## config.mk

```make
export PLATFORM = sky130hd
export DESIGN_NAME = lfsr_param_flat
export DESIGN_NICKNAME = d
export VERILOG_FILES = /design/src/rtl/lfsr_param_if.sv /design/src/rtl/lfsr_param.sv /design/src/flat_wrapper.sv
export SDC_FILE = /design/constraint.sdc
export NUM_CORES = 1
export LEC_CHECK = 0
export CAP_MARGIN = 10
export CORE_MARGIN = 2
export CORE_UTILIZATION = 50
export CTS_BUF_LIST = sky130_fd_sc_hd__clkbuf_8
export DETAILED_ROUTE_END_ITERATION = 8
export PLACE_DENSITY = 0.81
export SETUP_SLACK_MARGIN = 0.3
export SYNTH_ARGS = -nofsm -noshare
export SYNTH_HDL_FRONTEND = slang
export SYNTH_SLANG_ARGS = --single-unit
```

## constraint.sdc

```tcl
create_clock -name clk -period 1.9 [get_ports clk]
set_input_delay 0.19 -clock clk [delete_from_list [all_inputs] [get_ports clk]]
set_output_delay 0.19 -clock clk [all_outputs]
set_load 0.005 [all_outputs]
```

## src/rtl/lfsr_param_if.sv

```systemverilog
// lfsr_param_if: control and status bundle between an LFSR user (master) and lfsr_param (slave)
interface lfsr_param_if #(
  parameter int WIDTH = 8
);
  logic             en;
  logic             load;
  logic [WIDTH-1:0] seed_in;
  logic [WIDTH-1:0] q;
  logic             out_bit;
  logic [WIDTH-1:0] step_cnt;
  logic             wrap;
  logic             seed_err;
  modport master (output en, load, seed_in, input q, out_bit, step_cnt, wrap, seed_err);
  modport slave  (input en, load, seed_in, output q, out_bit, step_cnt, wrap, seed_err);
endinterface

```

## src/rtl/lfsr_param.sv

```systemverilog
// lfsr_param: Fibonacci/Galois LFSR with seed load, zero-seed guard, step counter and wrap pulse
module lfsr_param #(
  parameter int               WIDTH = 8,
  parameter logic [WIDTH-1:0] TAPS  = WIDTH'(8'hB8),
  parameter logic [WIDTH-1:0] SEED  = WIDTH'(1),
  parameter int               MODE  = 0
) (
  input logic         clk,
  input logic         rst,
  lfsr_param_if.slave bus
);
  if (SEED == '0 || WIDTH < 3 || WIDTH > 32 || MODE < 0 || MODE > 1) begin : g_bad_param
    $error("lfsr_param: illegal parameters (zero SEED, WIDTH outside 3..32, or MODE not 0/1)");
  end
  logic [WIDTH-1:0] q_q, q_d, start_q, start_d, cnt_q, cnt_d, nxt, ld_val;
  logic             wrap_q, wrap_d, err_q, err_d, seed_ok;
  // a zero seed would lock the register, so it is replaced by SEED and reported
  always_comb begin
    nxt     = MODE == 1 ? {1'b0, q_q[WIDTH-1:1]} ^ ({WIDTH{q_q[0]}} & TAPS)
                        : {q_q[WIDTH-2:0], ^(q_q & TAPS)};
    seed_ok = |bus.seed_in;
    ld_val  = seed_ok ? bus.seed_in : SEED;
    q_d     = bus.load ? ld_val : bus.en ? nxt : q_q;
    start_d = bus.load ? ld_val : start_q;
    wrap_d  = !bus.load && bus.en && nxt == start_q;
    cnt_d   = bus.load || wrap_d ? '0 : bus.en ? cnt_q + 1'b1 : cnt_q;
    err_d   = bus.load && !seed_ok;
  end
  always_ff @(posedge clk or negedge rst) begin
    if (!rst) begin
      q_q     <= SEED;
      start_q <= SEED;
      cnt_q   <= '0;
      wrap_q  <= 1'b0;
      err_q   <= 1'b0;
    end else begin
      q_q     <= q_d;
      start_q <= start_d;
      cnt_q   <= cnt_d;
      wrap_q  <= wrap_d;
      err_q   <= err_d;
    end
  end
  assign bus.q        = q_q;
  assign bus.out_bit  = MODE == 1 ? q_q[0] : q_q[WIDTH-1];
  assign bus.step_cnt = cnt_q;
  assign bus.wrap     = wrap_q;
  assign bus.seed_err = err_q;
endmodule
```

## src/flat_wrapper.sv

```systemverilog
// flat-port wrapper written by rule: the top's interface ports become plain ports
module lfsr_param_flat 
#(
  parameter int               WIDTH = 8,
  parameter logic [WIDTH-1:0] TAPS  = WIDTH'(8'hB8),
  parameter logic [WIDTH-1:0] SEED  = WIDTH'(1),
  parameter int               MODE  = 0
)
  (clk, rst, bus_en, bus_load, bus_seed_in, bus_q, bus_out_bit, bus_step_cnt, bus_wrap, bus_seed_err);
  lfsr_param_if #(.WIDTH(WIDTH)) bus_i ();
  input logic clk;
  input logic rst;
  input wire logic [$bits(bus_i.en)-1:0] bus_en;
  input wire logic [$bits(bus_i.load)-1:0] bus_load;
  input wire logic [$bits(bus_i.seed_in)-1:0] bus_seed_in;
  output wire logic [$bits(bus_i.q)-1:0] bus_q;
  output wire logic [$bits(bus_i.out_bit)-1:0] bus_out_bit;
  output wire logic [$bits(bus_i.step_cnt)-1:0] bus_step_cnt;
  output wire logic [$bits(bus_i.wrap)-1:0] bus_wrap;
  output wire logic [$bits(bus_i.seed_err)-1:0] bus_seed_err;
  assign bus_i.en = bus_en;
  assign bus_i.load = bus_load;
  assign bus_i.seed_in = bus_seed_in;
  assign bus_q = bus_i.q;
  assign bus_out_bit = bus_i.out_bit;
  assign bus_step_cnt = bus_i.step_cnt;
  assign bus_wrap = bus_i.wrap;
  assign bus_seed_err = bus_i.seed_err;
  lfsr_param #(.WIDTH(WIDTH), .TAPS(TAPS), .SEED(SEED), .MODE(MODE)) u_core (.clk(clk), .rst(rst), .bus(bus_i));
endmodule
```

==> run summary, run 1 <==
outcome: finished, final reports clean
worst slew pin tran: 0.324 ns
Seq/Total Area, Yosys: 52.0%
top-level I/O count: 31
largest net degree at the start of global routing: 34
Die Wd: 54.1 um
H-tree lvl count: 1
CTS Hold Buffers Added: 0
Hold Path Class: in2async
CP max-delay cell: dfrtp_2
Max stage delay on crit path: 0.44 ns
final setup violation count: 0
#FFs+latches synth: 26
Worst-Skew Late Latency: 0.27 ns
final clock skew: 0.00381 ns
total CTS buffers: 3
Synth warnings: 0
Syn Nets: 133
Clock Root Buffer: clkbuf_8
initial drt markers: 17
leak pwr: 0.790 nW
worst rel slew slack: 78.4%
period utilisation layout: 83.0%
via count: 997
Layout area overhead: 41.4%
Detailed Place HPWL: 1.92 mm
Buffers on Ports: 30
critical path launch point type: flop
Core Util, Final: 72.9%
CTS tree: done
P per Cell Area: 792 mW/mm^2
f_max: 634 MHz
initial antenna violation count: 0
Pre-Repair DR Iteration Count: 4
Hold Vio Cnt, Final: 0
Max-cap violations: 0
fin crit period: 1.58 ns
Reg clk slew, reported paths: 0.09 ns
Vias/cell: 5.30
Placeable Area: 0.00243 sq mm
Power Total: 0.00141 W
CTS max path bufs: 2
Die Area: 0.00293 sq mm
Crit Path Class: reg2reg
RSZ-0062 raised after global routing: yes
routed len/inst: 14.7 um
die height: 54.1 um
Critical Path End Type: flop
n_diodes: 0
Num Clock Sinks: 26
Detailed Route WL: 2.76 mm
final net count: 172
Max VDD drop: 0.000549 V
pins over their slew limit: 0
layout cells sized above 1: 18.4%
Post-Syn Instances: 120
Initial Util: 51.6%
CP arrival: 1.73 ns
Synth Area per Inst: 10.5 sq um
Cell Rows: 18
worst-path fanout max: 8
routability cong.: 0.762
post-synth cell types: 28
CP Cell Sequence: xnor2_2, xor3_2, nor3_4, buf_12, nor3_1
first-pass GRT wire length: 4.33 mm
vias in the first global route: 989
Post-Synthesis Cell Area: 0.00125 sq mm
total grt overflow: 0
All-Layer GR Usage: 21.4%
DRT antenna net count: 0
DRC: 0
FF-to-FF path depth: 5
Worst EP required: 2.05 ns
TNS Setup: 0 ns
-- metrics by stage --
stage	worst slack, ns	std cells	area [sq um]	hold slack, ns
floorplan	0.342	120	1250	-0.106
detailed placement	0.159	176	1580	0.535
CTS	0.327	184	1720	0.277
global route	0.253	188	1770	0.332
finish	0.322	188	1770	0.274
global placement	0.204	176	1580	0.519
-- critical path, delay by kind of cell, from the launching register on --
family                 cells  cell delay, ns
buffers and inverters      1            0.15
XOR/XNOR                   2            0.63
flip-flops                 1            0.44
AND/OR/NAND/NOR            2            0.22
-- repair_timing --
item | 4_1_cts | 5_1_grt
pin swaps | 3 | 5
gates cloned | 0 | 0
hold endpoints to repair | 0 | 0
endpoints found under the setup margin | 9 | 7
setup buffers | 4 | 4
gates resized for setup | 7 | 4
-- Yosys cell counts --
cell | count | area share, %
nor3_4 | 1 | 1.3
a21oi_1 | 2 | 0.80
dfstp_2 | 2 | 4.2
o21a_1 | 1 | 0.60
xor2_1 | 6 | 4.2
and4_1 | 1 | 0.70
nand2_1 | 9 | 2.7
nand2b_1 | 1 | 0.50
xor3_1 | 1 | 1.9
nor3_1 | 8 | 3.2
o311ai_1 | 1 | 0.70
nor2_1 | 2 | 0.60
nor2b_1 | 2 | 1.0
a2bb2oi_1 | 1 | 0.70
buf_4 | 1 | 0.60
nand4_1 | 2 | 1.0
xnor2_1 | 11 | 7.7
dfrtp_1 | 24 | 48
buf_1 | 1 | 0.30
nand3_1 | 5 | 2.0
inv_1 | 8 | 2.4
mux2i_1 | 7 | 5.6
clkbuf_1 | 4 | 1.2
ha_1 | 1 | 1.0
o21ai_0 | 15 | 6.0
nor4_1 | 1 | 0.50
and3_1 | 1 | 0.50
buf_2 | 1 | 0.40
-- report_power, final --
part | total, W | internal (W) | switching [W]
combinational | 0.000311 | 0.000183 | 0.000128
sequential | 0.000640 | 0.000598 | 0.0000421
clock | 0.000455 | 0.000282 | 0.000173
-- cells in the final DEF, fill, tap and decap left out, types with 3 or more instances in the layout --
cell type,netlist,routed
clkdlybuf4s50_1,0,30
dfrtp_1,24,20
o21ai_0,15,15
buf_4,1,10
nand2_1,9,9
inv_1,8,8
xnor2_1,11,7
mux2i_1,7,7
nor3_1,8,6
xor2_1,6,6
nand3_1,5,5
xnor2_2,0,4
dfrtp_2,0,4
clkbuf_8,0,3
-- registers in the layout, summed over array words and instances, names as in the netlist --
signal / flops
u_core.bus.q: 8
u_core.bus.seed_err: 1
u_core.start_q: 8
u_core.bus.wrap: 1
u_core.bus.step_cnt: 8
-- layer usage --
metal	track usage (%)	part of all wire (%)	routed length, um
met1	26.5	43	1190
met2	37.0	49	1360
met3	2.78	5.3	146
met4	10.0	2.1	57
met5	0	0	0
-- final timing paths --
kind,start,endpoint,slack [ns]
min,rst,u_core.bus.step_cnt[2]$_DFFE_PN0P_,0.27
max,u_core.bus.q[7]$_DFFE_PN0P_,u_core.bus.step_cnt[7]$_DFFE_PN0P_,0.32
min reg2reg,u_core.start_q[1]$_DFFE_PN0P_,u_core.start_q[1]$_DFFE_PN0P_,0.55
max in group asynchronous,rst,u_core.start_q[0]$_DFFE_PN1P_,1.33
max reg2reg,u_core.bus.q[7]$_DFFE_PN0P_,u_core.bus.step_cnt[7]$_DFFE_PN0P_,0.32
min in group clk,bus_seed_in[4],u_core.bus.q[4]$_DFFE_PN0P_,0.52
-- layout make-up --
class / count / area, sq um
clock buffer: 3 / 41.3
fill: 179 / 658
clock inverter: 1 / 30.0
timing repair buffer: 41 / 395
multi-input combinational: 79 / 582
inverter: 8 / 30.0
tap: 30 / 37.5
sequential: 26 / 658
-- cell families after synthesis --
group | Yosys count | share of synthesized area, %
adder cells (fa/ha/maj) | 1 | 0.997
multiplexers | 7 | 5.58
buffers and inverters | 15 | 4.88
AND/OR/NAND/NOR | 33 | 14.0
XOR/XNOR | 18 | 13.8
flip-flops | 26 | 52.0
AO/OA/AOI/OAI | 20 | 8.77
Note: power is estimated with default switching activity, not from simulation.
==> inputs of run 2 (changes only) <==
==> constraint.sdc (replaced) <==
create_clock -name clk -period 1.5 [get_ports clk]
set_input_delay 0.15 -clock clk [delete_from_list [all_inputs] [get_ports clk]]
set_output_delay 0.15 -clock clk [all_outputs]
set_load 0.005 [all_outputs]
==> run 2 against run 1 <==
Effect of this change: the run now ends with setup timing left; clock skew down 0.0026 ns; largest power group unchanged; register-to-register slack worse by 0.58 ns; global-route usage is 2.0 points higher; highest routed layer unchanged; sequential share of layout area is 3.4 points lower; routed wire length grew 28%; critical endpoint is now u_core.bus.step_cnt[1]$_DFFE_PN0P_.
==> run summary, run 2 (synthesized netlist as in run 1, its figures left out) <==
H-tree lvl count: 1 (unchanged)
Max-cap violations: 0 (unchanged)
final clock skew: 0.00122 ns (-0.00258 ns)
CTS tree: done
Detailed Route WL: 3.53 mm (+28%)
Reg clk slew, reported paths: 0.09 ns (about the same)
via count: 1139 (+14%)
Hold Path Class: in2async
P per Cell Area: 920 mW/mm^2 (+16%)
period utilisation layout: 117% (+34 points)
initial drt markers: 23 (+6)
Detailed Place HPWL: 1.93 mm (+0.46%)
RSZ-0062 raised after global routing: yes
Hold Vio Cnt, Final: 0 (unchanged)
Placeable Area: 0.00243 sq mm (unchanged)
worst-path fanout max: 2 (-6)
setup ws final: -0.261 ns (-0.583 ns)
total grt overflow: 0 (unchanged)
leak pwr: 0.965 nW (+22%)
DRC: 0 (unchanged)
failing checks: setup timing
routed len/inst: 17.2 um (+17%)
FILL cells: 159 (-11%)
n_diodes: 0 (unchanged)
fin crit period: 1.76 ns (+0.183 ns)
Crit Path Class: reg2reg
TNS Setup: -1.62 ns (-1.62 ns)
Layout area overhead: 55.8%
largest net degree at the start of global routing: 32 (-5.9%)
critical path launch point type: flop
outcome: complete, but fails checks
most frequent cells in the layout: dfrtp_1, buf_4, o21ai_0
Cell Rows: 18 (unchanged)
worst rel slew slack: 74.4% (-3.9 points)
Die Area: 0.00293 sq mm (unchanged)
All-Layer GR Usage: 23.5% (+2.0 points)
Pre-Repair DR Iteration Count: 4 (unchanged)
CTS max path bufs: 2 (unchanged)
Fin Hold WS: 0.244 ns (-0.0308 ns)
initial antenna violation count: 0 (unchanged)
f_max: 568 MHz (-10%)
worst slew pin tran: 0.377 ns (+0.0531 ns)
die height: 54.1 um (unchanged)
Worst-Skew Late Latency: 0.27 ns (about the same)
CP arrival: 1.90 ns (+0.17 ns)
Vias/cell: 5.53 (+4.3%)
total CTS buffers: 3 (unchanged)
Seq. cell area: 658 sq um (unchanged)
Core Util, Final: 80.4% (+7.5 points)
pins over their slew limit: 0 (unchanged)
final net count: 190 (+10%)
final setup violation count: 9 (+9)
Place WS: -0.0868 ns (-0.245 ns)
top-level I/O count: 31 (unchanged)
first-pass GRT wire length: 4.82 mm (+11%)
start point of the critical path: u_core.bus.q[5]$_DFFE_PN0P_
routability cong.: 0.772 (+1.4%)
DRT antenna net count: 0 (unchanged)
Die Wd: 54.1 um (unchanged)
Clock Root Buffer: clkbuf_8
Num Clock Sinks: 26 (unchanged)
Power Total: 0.00180 W (+28%)
Max VDD drop: 0.000748 V (+36%)
Worst EP required: 1.64 ns (-0.41 ns)
Initial Util: 51.6% (unchanged)
Buffers on Ports: 30 (unchanged)
layout cells sized above 1: 30.1% (+12 points)
RR Startpoint: u_core.bus.q[5]$_DFFE_PN0P_
Critical Path End Type: flop
most common cell after layout, fill and taps aside: dfrtp_1
vias in the first global route: 1107 (+12%)
Multi-input gate area: 634 sq um (+9.0%)
-- run 2: changes by cell type in the layout (fill, tap and decap cells not counted), sizes merged --
cell | before | now
buf | 11 | 31
clkdlybuf4s50 | 30 | 11
dlygate4sd2 | 0 | 13
clkbuf | 3 | 6
dlymetal6s2s | 0 | 2
bufinv | 1 | 0
-- run 2: area by class of cell --
cell class	count	area share, %
tap	30	1.92
sequential	26	33.7
multi-input combinational	79	32.4
inverter	8	1.54
clock buffer	4	2.82
timing repair buffer	59	27.6
-- run 2: path summary, 6_finish.rpt --
kind                                                       to  cells past startpoint  slack (ns)
hold reg to reg                 u_core.start_q[1]$_DFFE_PN0P_                      2        0.55
max in group asynchronous         u_core.bus.q[0]$_DFFE_PN1P_                      2        0.97
hold / removal             u_core.bus.step_cnt[7]$_DFFE_PN0P_                      2        0.24
min in group clk                  u_core.bus.q[3]$_DFFE_PN0P_                      3        0.48
setup reg to reg           u_core.bus.step_cnt[1]$_DFFE_PN0P_                      5       -0.26
setup / recovery           u_core.bus.step_cnt[1]$_DFFE_PN0P_                      5       -0.26
-- run 2: per-layer routing --
| layer | vias to the layer above | GRT usage (%) | wire [um] |
|---|---|---|---|
| li1 | 513 | - | - |
| met1 | 553 | 29.0 | 1330 |
| met2 | 61 | 41.5 | 1880 |
| met3 | 12 | 2.78 | 219 |
| met4 | 0 | 9.58 | 106 |
| met5 | - | 0 | 0 |
-- run 2: critical path: stages, from the launching register on --
cell and delay (ns):
dfrtp_2 0.46, buf_6 0.14, xnor2_2 0.18, nand4_1 0.26, o311ai_1 0.46, a21oi_1 0.12
-- run 2: per-stage QoR --
| step | std cells | cell area (sq um) |
|---|---|---|
| 2_1_floorplan | 120 | 1270 |
| 3_5_place_dp | 183 | 1650 |
| 5_1_grt | 206 | 1960 |
| 4_1_cts | 203 | 1850 |
| 3_3_place_gp | 183 | 1650 |
| 6_report | 206 | 1960 |
-- run 2: repair_timing --
action / CTS / global route
gates resized for setup: 37 / 19
buffers inserted: 16 / 3
setup endpoints to repair: 29 / 17
pin swaps: 5 / 5
hold buffers: 0 / 0
-- run 2: power by group --
group | total, W | internal (W) | switching [W] | leakage, nW
Sequential | 0.000813 | 0.000757 | 0.0000565 | 0.325
Combinational | 0.000532 | 0.000309 | 0.000224 | 0.611
Clock | 0.000453 | 0.000235 | 0.000218 | 0.0288
==> inputs of run 3 (changes only) <==
--- a/config.mk
+++ b/config.mk
@@ -5,12 +5,13 @@
 export SDC_FILE = /design/constraint.sdc
 export NUM_CORES = 1
 export LEC_CHECK = 0
+export ABC_AREA = 1
 export CAP_MARGIN = 10
 export CORE_MARGIN = 2
-export CORE_UTILIZATION = 50
+export CORE_UTILIZATION = 46
 export CTS_BUF_LIST = sky130_fd_sc_hd__clkbuf_8
 export DETAILED_ROUTE_END_ITERATION = 8
-export PLACE_DENSITY = 0.81
+export PLACE_DENSITY = 0.73
 export SETUP_SLACK_MARGIN = 0.3
 export SYNTH_ARGS = -nofsm -noshare
 export SYNTH_HDL_FRONTEND = slang
==> constraint.sdc (replaced) <==
create_clock -name clk -period 1.4 [get_ports clk]
set_input_delay 0.14 -clock clk [delete_from_list [all_inputs] [get_ports clk]]
set_output_delay 0.14 -clock clk [all_outputs]
set_load 0.005 [all_outputs]
==> run 3 against run 2 <==
Effect of this change: the flow now finishes without violations; sequential power grew 4.8%; register-to-register slack better by 0.29 ns; total power is 0.88% lower; cell area decreased by 0.26%; utilization decreased by 9.7 points; critical path type unchanged.
==> run summary, run 3 <==
outcome: finished, final reports clean
Crit Path Class: reg2reg
Post-Syn Instances: 167 (+39%)
DRC: 0 (unchanged)
Clock Root Buffer: clkbuf_8
Die Area: 0.00333 sq mm (+14%)
Die Wd: 57.7 um (+6.6%)
CTS max path bufs: 2 (unchanged)
Reg-to-Reg End: u_core.bus.step_cnt[7]$_DFFE_PN0P_
routability cong.: 0.848 (+9.7%)
Critical Path End Type: flop
Adder-Cell Fraction of Synth Area: 0.943% (-0.054 points)
RR Startpoint: u_core.bus.step_cnt[2]$_DFFE_PN0P_
Post-synth top cells: nand2_1, dfrtp_1, inv_1
CTS Hold Buffers Added: 0 (unchanged)
Cell Rows: 19 (+1)
worst reg2reg setup slack: 0.03 ns (+0.29 ns)
critical path launch point type: flop
Cells after DPL: 234 (+28%)
Hold Vio Cnt, Final: 0 (unchanged)
CTS tree: done
layout cells sized above 1: 29.1% (-0.97 points)
Power Total: 0.00178 W (-0.88%)
Hold Path Class: in2async
largest family of logic cells by synthesized area: simple AND/OR/NAND/NOR gates
Synth Area in Compound Gates: 11.5% (+2.7 points)
Initial Util: 48.1% (-3.5 points)
Synth Area per Inst: 7.94 sq um (-24%)
Buffers on Ports: 30 (unchanged)
Seq/Total Area, Yosys: 49.2% (-2.8 points)
H-tree lvl count: 1 (unchanged)
total grt overflow: 0 (unchanged)
Layout area overhead: 47.1%
post-synthesis xor/xnor area fraction: 2.64% (-11 points)
Synth warnings: 0 (unchanged)
via count: 1306 (+15%)
worst rel slew slack: 77.5% (+3.1 points)
Post-Synthesis Cell Area: 0.00133 sq mm (+5.7%)
final clock skew: 0.00237 ns (+0.00115 ns)
final setup violation count: 0 (-9)
leak pwr: 1.01 nW (+4.6%)
period utilisation layout: 97.6% (-20 points)
Vias/cell: 5.14 (-7.0%)
Detailed Route WL: 3.52 mm (-0.28%)
Detailed Place HPWL: 2.38 mm (+23%)
Reg clk slew, reported paths: 0.09 ns (about the same)
#FFs+latches synth: 26 (unchanged)
FF-to-FF path depth: 7 (+2)
initial drt markers: 59 (+160%)
Placeable Area: 0.00276 sq mm (+13%)
Max-cap violations: 0 (unchanged)
most numerous cell in the Yosys netlist: nand2_1
n_diodes: 0 (unchanged)
fin crit period: 1.37 ns (-0.394 ns)
vias in the first global route: 1261 (+14%)
EDFF count, synth: 0 (unchanged)
pins over their slew limit: 0 (unchanged)
top-level I/O count: 31 (unchanged)
RSZ-0062 raised after global routing: yes
mux share of post-synthesis cell area: 0% (-5.6 points)
Finished Layout Cells: 254 (+23%)
TNS Setup: 0 ns (+1.62 ns)
routed len/inst: 13.9 um (-19%)
post-synthesis simple-gate area fraction: 27.4% (+13 points)
Worst EP required: 1.62 ns (-0.02 ns)
Synth area leader: dfrtp_1
first-pass GRT wire length: 5.80 mm (+20%)
All-Layer GR Usage: 22.7% (-0.78 points)
most frequent cells in the layout: nand2_1, buf_4, dfrtp_1
largest cells by area after synthesis: dfrtp_1, nand2_1, inv_1
Worst-Skew Late Latency: 0.27 ns (about the same)
Pre-Repair DR Iteration Count: 5 (+1)
f_max: 732 MHz (+29%)
initial antenna violation count: 0 (unchanged)
final net count: 237 (+25%)
post-synth cell types: 27 (-3.6%)
Max VDD drop: 0.000590 V (-21%)
CP arrival: 1.59 ns (-0.31 ns)
P per Cell Area: 914 mW/mm^2 (-0.63%)
most common cell after layout, fill and taps aside: nand2_1
worst-path fanout max: 3 (+1)
largest net degree at the start of global routing: 27 (-16%)
total CTS buffers: 3 (unchanged)
Fin Hold WS: 0.220 ns (-0.0236 ns)
Async S/R FF share, synth: 100% (unchanged)
Num Clock Sinks: 26 (unchanged)
share of the synthesized area in the top cell type: 45.3% (-2.6 points)
DRT antenna net count: 0 (unchanged)
ys flop type: dfrtp_1
Syn Nets: 180 (+35%)
worst slew pin tran: 0.337 ns (-0.0401 ns)
die height: 57.7 um (+6.6%)
-- run 3: cell types whose count changed in the layout (fill, tap and decap cells not counted), moves of 6 or more --
cell / previous run / this run
nand2_1: 9 / 43
clkdlybuf4s15_1: 0 / 9
nor2_1: 2 / 17
buf_6: 13 / 4
nor3_1: 7 / 1
o21ai_0: 15 / 7
inv_1: 8 / 18
mux2i_1: 6 / 0
xnor2_1: 6 / 0
-- run 3: routing by layer --
layer,track usage [%],vias up,share of wire [%]
met2,34.1,36,49
met3,4.02,4,4.3
met4,5.98,0,0.96
met5,0,-,0
met1,34.1,622,46
li1,-,644,-
-- run 3: area by class of cell --
cell class | instances | area [sq um]
inverter | 23 | 86.3
clock buffer | 4 | 55.1
tap | 31 | 38.8
fill | 228 | 807
multi-input combinational | 114 | 633
sequential | 26 | 657
timing repair buffer | 56 | 480
-- run 3: through the flow --
step / util [%] / cell area (sq um) / setup WS, ns
after floorplan: - / 1330 / 0.233
after global placement: 62.3 / 1720 / -0.0608
after detailed placement: 62.3 / 1720 / -0.0785
after CTS: 68.9 / 1900 / 0.0970
after global routing: 70.7 / 1950 / -0.0158
final: 70.7 / 1950 / 0.0336
-- run 3: kinds of logic (layout without fill, tap and decap cells) --
| group | Yosys count | in the layout |
|---|---|---|
| buffers and inverters | 27 | 83 |
| and+or+nand+nor | 85 | 85 |
| xor gates and xnor gates | 4 | 4 |
| DFF | 26 | 26 |
| AOI/OAI and AO/OA | 24 | 24 |
| adders and majority gates | 1 | 1 |
-- run 3: critical path, stage by stage (launching register included) --
cell and delay, ns:
dfrtp_1 0.36, buf_4 0.13, nand3_1 0.13, nor3_1 0.29, o21ai_0 0.14, a21oi_1 0.15
nand2_1 0.06, nand2_1 0.05
-- run 3: worst max path at each step --
stage / to / depth (start not counted) / startpoint / slack [ns]
final: u_core.bus.step_cnt[7]$_DFFE_PN0P_ / 7 / u_core.bus.step_cnt[2]$_DFFE_PN0P_ / 0.03
after CTS: u_core.bus.step_cnt[3]$_DFFE_PN0P_ / 8 / u_core.bus.q[0]$_DFFE_PN1P_ / 0.1
after detailed placement: u_core.bus.step_cnt[1]$_DFFE_PN0P_ / 10 / bus_en / -0.08
after global placement: u_core.bus.step_cnt[1]$_DFFE_PN0P_ / 9 / bus_load / -0.06
after global routing: u_core.bus.step_cnt[7]$_DFFE_PN0P_ / 7 / u_core.bus.step_cnt[2]$_DFFE_PN0P_ / -0.02
after floorplan: u_core.bus.step_cnt[1]$_DFFE_PN0P_ / 7 / u_core.bus.q[0]$_DFFE_PN1P_ / 0.23
-- run 3: power breakdown --
part / total (W) / leakage [nW] / switching, W / internal, W
Clock: 0.000495 / 0.0288 / 0.000243 / 0.000252
Sequential: 0.000852 / 0.325 / 0.0000453 / 0.000807
Combinational: 0.000436 / 0.655 / 0.000221 / 0.000215
-- run 3: timing repair --
| item | in CTS | in global routing |
|---|---|---|
| gates resized for setup | 38 | 23 |
| pin swaps | 1 | 6 |
| setup endpoints to repair | 38 | 25 |
| buffers inserted | 12 | 4 |
